`src/rtl/id_ex_pipe_reg.sv`:
```
// ID/EX pipeline register for the 5-stage MIPS core.
// It captures the ID-stage control bundle, the register read data, the immediate and the
// register specifiers, and presents them to EX, forwarding and hazard logic.
// Priority at each edge: flush > stall > load.
// A load with Valid_i=0 clears the control fields but still loads the data and specifier fields.
// Optional build macro ID_EX_BUBBLE_CNT_EN adds a saturating bubble counter (BubbleCnt_o).
module id_ex_pipe_reg #(
    parameter int DATA_W = 32
`ifdef ID_EX_BUBBLE_CNT_EN
    , parameter int CNT_W = 16
`endif
) (
    input  logic              clk_i,
    input  logic              rst_i,
    input  logic              stall_i,
    input  logic              flush_i,
    input  logic              Valid_i,
    input  logic              ALUSrc_i,
    input  logic [1:0]        ALUOp_i,
    input  logic              RegDst_i,
    input  logic              MemRd_i,
    input  logic              MemWr_i,
    input  logic              MemtoReg_i,
    input  logic              RegWrite_i,
    input  logic [DATA_W-1:0] RD1_i,
    input  logic [DATA_W-1:0] RD2_i,
    input  logic [DATA_W-1:0] Imm_i,
    input  logic [4:0]        RS_i,
    input  logic [4:0]        RT_i,
    input  logic [4:0]        RD_i,
    output logic              Valid_o,
    output logic              ALUSrc_o,
    output logic [1:0]        ALUOp_o,
    output logic              RegDst_o,
    output logic              MemRd_o,
    output logic              MemWr_o,
    output logic              MemtoReg_o,
    output logic              RegWrite_o,
    output logic [DATA_W-1:0] RD1_o,
    output logic [DATA_W-1:0] RD2_o,
    output logic [DATA_W-1:0] Imm_o,
    output logic [4:0]        RS_o,
    output logic [4:0]        RT_o,
    output logic [4:0]        RD_o
`ifdef ID_EX_BUBBLE_CNT_EN
    , output logic [CNT_W-1:0] BubbleCnt_o
`endif
);

    logic              valid_q, valid_d;
    logic              alu_src_q, alu_src_d;
    logic [1:0]        alu_op_q, alu_op_d;
    logic              reg_dst_q, reg_dst_d;
    logic              mem_rd_q, mem_rd_d;
    logic              mem_wr_q, mem_wr_d;
    logic              mem_to_reg_q, mem_to_reg_d;
    logic              reg_write_q, reg_write_d;
    logic [DATA_W-1:0] rd1_q, rd1_d;
    logic [DATA_W-1:0] rd2_q, rd2_d;
    logic [DATA_W-1:0] imm_q, imm_d;
    logic [4:0]        rs_q, rs_d;
    logic [4:0]        rt_q, rt_d;
    logic [4:0]        rd_q, rd_d;

    // Next-state selection: hold by default, flush clears everything, load copies inputs
    always_comb begin
        valid_d      = valid_q;
        alu_src_d    = alu_src_q;
        alu_op_d     = alu_op_q;
        reg_dst_d    = reg_dst_q;
        mem_rd_d     = mem_rd_q;
        mem_wr_d     = mem_wr_q;
        mem_to_reg_d = mem_to_reg_q;
        reg_write_d  = reg_write_q;
        rd1_d        = rd1_q;
        rd2_d        = rd2_q;
        imm_d        = imm_q;
        rs_d         = rs_q;
        rt_d         = rt_q;
        rd_d         = rd_q;
        if (flush_i) begin
            // Specifiers are cleared too so a bubble never matches in forwarding logic
            valid_d      = 1'b0;
            alu_src_d    = 1'b0;
            alu_op_d     = 2'b00;
            reg_dst_d    = 1'b0;
            mem_rd_d     = 1'b0;
            mem_wr_d     = 1'b0;
            mem_to_reg_d = 1'b0;
            reg_write_d  = 1'b0;
            rd1_d        = '0;
            rd2_d        = '0;
            imm_d        = '0;
            rs_d         = '0;
            rt_d         = '0;
            rd_d         = '0;
        end else if (!stall_i) begin
            valid_d = Valid_i;
            rd1_d   = RD1_i;
            rd2_d   = RD2_i;
            imm_d   = Imm_i;
            rs_d    = RS_i;
            rt_d    = RT_i;
            rd_d    = RD_i;
            // Control fields are loaded only for a real instruction
            if (Valid_i) begin
                alu_src_d    = ALUSrc_i;
                alu_op_d     = ALUOp_i;
                reg_dst_d    = RegDst_i;
                mem_rd_d     = MemRd_i;
                mem_wr_d     = MemWr_i;
                mem_to_reg_d = MemtoReg_i;
                reg_write_d  = RegWrite_i;
            end else begin
                alu_src_d    = 1'b0;
                alu_op_d     = 2'b00;
                reg_dst_d    = 1'b0;
                mem_rd_d     = 1'b0;
                mem_wr_d     = 1'b0;
                mem_to_reg_d = 1'b0;
                reg_write_d  = 1'b0;
            end
        end
    end

    // Pipeline register state with asynchronous clear
    always_ff @(posedge clk_i or posedge rst_i) begin
        if (rst_i) begin
            valid_q      <= 1'b0;
            alu_src_q    <= 1'b0;
            alu_op_q     <= 2'b00;
            reg_dst_q    <= 1'b0;
            mem_rd_q     <= 1'b0;
            mem_wr_q     <= 1'b0;
            mem_to_reg_q <= 1'b0;
            reg_write_q  <= 1'b0;
            rd1_q        <= '0;
            rd2_q        <= '0;
            imm_q        <= '0;
            rs_q         <= '0;
            rt_q         <= '0;
            rd_q         <= '0;
        end else begin
            valid_q      <= valid_d;
            alu_src_q    <= alu_src_d;
            alu_op_q     <= alu_op_d;
            reg_dst_q    <= reg_dst_d;
            mem_rd_q     <= mem_rd_d;
            mem_wr_q     <= mem_wr_d;
            mem_to_reg_q <= mem_to_reg_d;
            reg_write_q  <= reg_write_d;
            rd1_q        <= rd1_d;
            rd2_q        <= rd2_d;
            imm_q        <= imm_d;
            rs_q         <= rs_d;
            rt_q         <= rt_d;
            rd_q         <= rd_d;
        end
    end

    assign Valid_o    = valid_q;
    assign ALUSrc_o   = alu_src_q;
    assign ALUOp_o    = alu_op_q;
    assign RegDst_o   = reg_dst_q;
    assign MemRd_o    = mem_rd_q;
    assign MemWr_o    = mem_wr_q;
    assign MemtoReg_o = mem_to_reg_q;
    assign RegWrite_o = reg_write_q;
    assign RD1_o      = rd1_q;
    assign RD2_o      = rd2_q;
    assign Imm_o      = imm_q;
    assign RS_o       = rs_q;
    assign RT_o       = rt_q;
    assign RD_o       = rd_q;

`ifdef ID_EX_BUBBLE_CNT_EN
    logic [CNT_W-1:0] bubble_cnt_q, bubble_cnt_d;

    // Count flush edges, saturating at all-ones
    always_comb begin
        bubble_cnt_d = bubble_cnt_q;
        if (flush_i && (bubble_cnt_q != '1)) begin
            bubble_cnt_d = bubble_cnt_q + 1'b1;
        end
    end

    // Bubble counter register
    always_ff @(posedge clk_i or posedge rst_i) begin
        if (rst_i) begin
            bubble_cnt_q <= '0;
        end else begin
            bubble_cnt_q <= bubble_cnt_d;
        end
    end

    assign BubbleCnt_o = bubble_cnt_q;
`endif

endmodule

```
`config.mk`:
```
export PLATFORM = sky130hd
export DESIGN_NAME = id_ex_pipe_reg
export DESIGN_NICKNAME = d
export VERILOG_FILES = /design/src/rtl/id_ex_pipe_reg.sv
export SDC_FILE = /design/constraint.sdc
export NUM_CORES = 1
export LEC_CHECK = 0
export BUFFER_PORTS_ARGS = -buffer_cell sky130_fd_sc_hd__buf_2
export CORE_ASPECT_RATIO = 1.1
export CORE_UTILIZATION = 47
export CTS_BUF_LIST = sky130_fd_sc_hd__clkbuf_8
export CTS_CLUSTER_SIZE = 14
export DETAILED_ROUTE_END_ITERATION = 12
export GPL_ROUTABILITY_DRIVEN = 0
export PLACE_DENSITY = 0.82
export SLEW_MARGIN = 25
export SYNTH_ARGS = -nofsm -noshare
export SYNTH_HDL_FRONTEND = slang
export SYNTH_SLANG_ARGS = --single-unit
```
`constraint.sdc`:
```
create_clock -name clk_i -period 5.1 [get_ports clk_i]
set_input_delay 0.51 -clock clk_i [delete_from_list [all_inputs] [get_ports clk_i]]
set_output_delay 0.51 -clock clk_i [all_outputs]
set_load 0.02 [all_outputs]
```
==> summary.txt <==
Detailed routing
  • Initial DRC count: 136
  • Via/cell ratio: 4.850
  • Routed WL per cell: 15.26 um
  • Via count: 3647
  • Routed Antenna Nets: 0
  • Detail Route met3 WL: 901 um
  • WL met2: 5.647 mm
  • M1 WL: 4.733 mm
  • Drt total wl: 11.47 mm
  • # DRC: 0
  • Pre-Repair DR Iteration Count: 4
  • Top sig layer: met4

Final layout
  • Final Cell Area: 6390 um2
  • Fin cells: 752
  • Area of the multi-input gates: 1634 um2
  • FF+latch area: 3003 um2
  • Layout Nets: 744
  • Area grow syn2layout: 31.05%
  • ANT cells: 0
  • Finished Core Util: 64.00%
  • # fillers: 799
  • Share of cells above drive strength 1: 43.51%

Outcome
  • Outcome: completed

Synth
  • Number of enable flip-flop cells after synthesis: 0
  • Top-count cell post-synth: dfrtp_1
  • Main area contributors after synthesis: dfrtp_1 62%, mux2i_1 23%, nor2_1 8.6%
  • Top FF cell, synth: dfrtp_1
  • Synth Area per Inst: 12.70 um2
  • Syn_nets: 508
  • YS warnings: 0
  • Top cell type by total area after synthesis: dfrtp_1
  • Synth unique cells: 12
  • Post-synthesis sequential area ratio: 61.59%
  • Seq cells post-synth: 120
  • Area share of the largest cell type after synthesis: 61.59%
  • Post-synthesis cell count: 384
  • Fraction of registers with async set/reset: 100.0%
  • Commonest cells in the netlist: 120 x dfrtp_1, 112 x mux2i_1, 112 x nor2_1
  • Mapped Area: 4876 um2

CTS
  • Post-CTS Repair Setup Buffers: 0
  • H-tree depth: 4
  • Worst skew pair latency: 400 ps
  • CTS tree: built
  • CTS max path bufs: 2
  • Clk sinks: 120
  • Root buffer cell: clkbuf_8
  • CTS buffer count: 17
  • PostCTS Resize Cnt: 0
  • Clock Pin Slew Worst Setup and Hold Paths: 70 ps
  • Hold Buf Count CTS: 0

Die
  • Initial Utilization: 48.83%
  • Ports: 244
  • Die area: 10790 um2
  • # rows: 38
  • Die Y: 108.8 um
  • Die width: 99.12 um
  • Core area: 9985 um2

Setup path
  • FF-to-FF Start: Imm_o[30]
  • CP Capture Type: flip-flop
  • Req. time, crit path: 5350 ps
  • Critical Path Source: stall_i
  • Crit path arrival time: 2140 ps
  • Crit start category: input pin
  • Kind of critical path: in -> reg
  • Crit-path max FO: 87

Global route
  • Largest net degree at the start of global routing: 115
  • First-pass GRT wire length: 17.90 mm
  • Initial antenna violation count: 0
  • Number of global-route vias before repair: 3739
  • All-Layer GR Usage: 21.54%
  • Grt ovf: 0

Job
  • Max-Cap Viols: 0

STA
  • Worst Tran Pin Value: 993.4 ps
  • Clock skew: 0 ps
  • Setup violators final: 0
  • Minimum clock period: 1891 ps
  • Final period utilization: 37.07%
  • Fmax: 0.5289 GHz
  • Max-slew headroom: 33.77%
  • Setup_tns: 0 ps
  • Hold Vio Cnt, Final: 0
  • Final-report max-slew violation count: 0
  • RSZ-0062 raised after global routing: false

Pwr
  • Total power: 2.097 mW
  • Max VDD drop: 0.1797 mV
  • Power per cell area: 328.1 nW/um2
  • LEAKAGE: 3.793 nW

Placed design
  • Dpl cell area: 6037 um2
  • Placed cells: 721
  • HPWL after DPL: 7.928 mm
  • # port buffers: 243

Min path
  • Worst min-delay path category: in -> async
cell families (layout without fill, tap and decap cells):
family | count (synthesis) | in the layout | share of synthesized area (%)
buffers and inverters | 30 | 278 | 4.901
AOI/OAI and AO/OA | 8 | 8 | 1.642
muxes | 112 | 112 | 22.99
DFF | 120 | 120 | 61.59
and+or+nand+nor | 114 | 114 | 8.879
power by group:
group	internal, mW	switching (mW)
clock	0.398	0.351
sequential	1.00	0.0280
combinational	0.125	0.190
flip-flops by register name, indices dropped and copies added (netlist names):
signal	cells
RS_o	5
RD1_o	32
RD_o	5
ALUSrc_o	1
Valid_o	1
Imm_o	32
RegWrite_o	1
MemWr_o	1
MemtoReg_o	1
ALUOp_o	2
RT_o	5
RegDst_o	1
MemRd_o	1
RD2_o	32
layout by cell type, fill, tap and decap left out:
cell	Yosys	layout
a32o_1	8	8
buf_2	10	241
buf_4	5	2
buf_6	0	2
bufinv_16	0	1
clkbuf_8	0	19
clkinv_2	0	6
clkinv_4	0	1
clkinvlp_4	0	1
dfrtp_1	120	120
inv_1	1	3
inv_2	1	1
inv_4	0	1
mux2i_1	112	112
nor2_1	112	112
nor2b_1	2	2
layout make-up:
class | count | area share (%)
Clock inverter | 12 | 1.371
Timing Repair Buffer | 245 | 19.46
Tap cell | 120 | 2.350
Sequential cell | 120 | 46.99
Multi-Input combinational cell | 234 | 25.57
Clock buffer | 19 | 4.092
Inverter | 2 | 0.1566
metrics by stage:
step                worst slack (ps)  hold WS [ps]
detailed placement              2770         476.3
global route                    3117         300.7
CTS                             3206         260.1
floorplan                       1404         609.8
global placement                2834         475.6
finish                          3209         251.3
critical path, cell delays in order:
cell,delay (ps)
buf_6,710
buf_4,560
mux2i_1,270
nor2_1,60
worst paths after layout:
check,end,slack (ps),depth (start not counted)
min in group clk_i,RD2_o[20],340,3
setup reg to reg,Imm_o[30],4330,2
hold reg to reg,ALUSrc_o,490,1
hold / removal,RD2_o[21],250,2
setup / recovery,Imm_o[30],3210,4
max in group asynchronous,RD1_o[0],3600,3
metal layers:
metal,global-route usage (%),vias up
met2,35.16,164
met4,8.298,0
met1,26.16,1720
li1,-,1753
met3,8.013,10
met5,0,-
(Power assumes the default switching activity.)
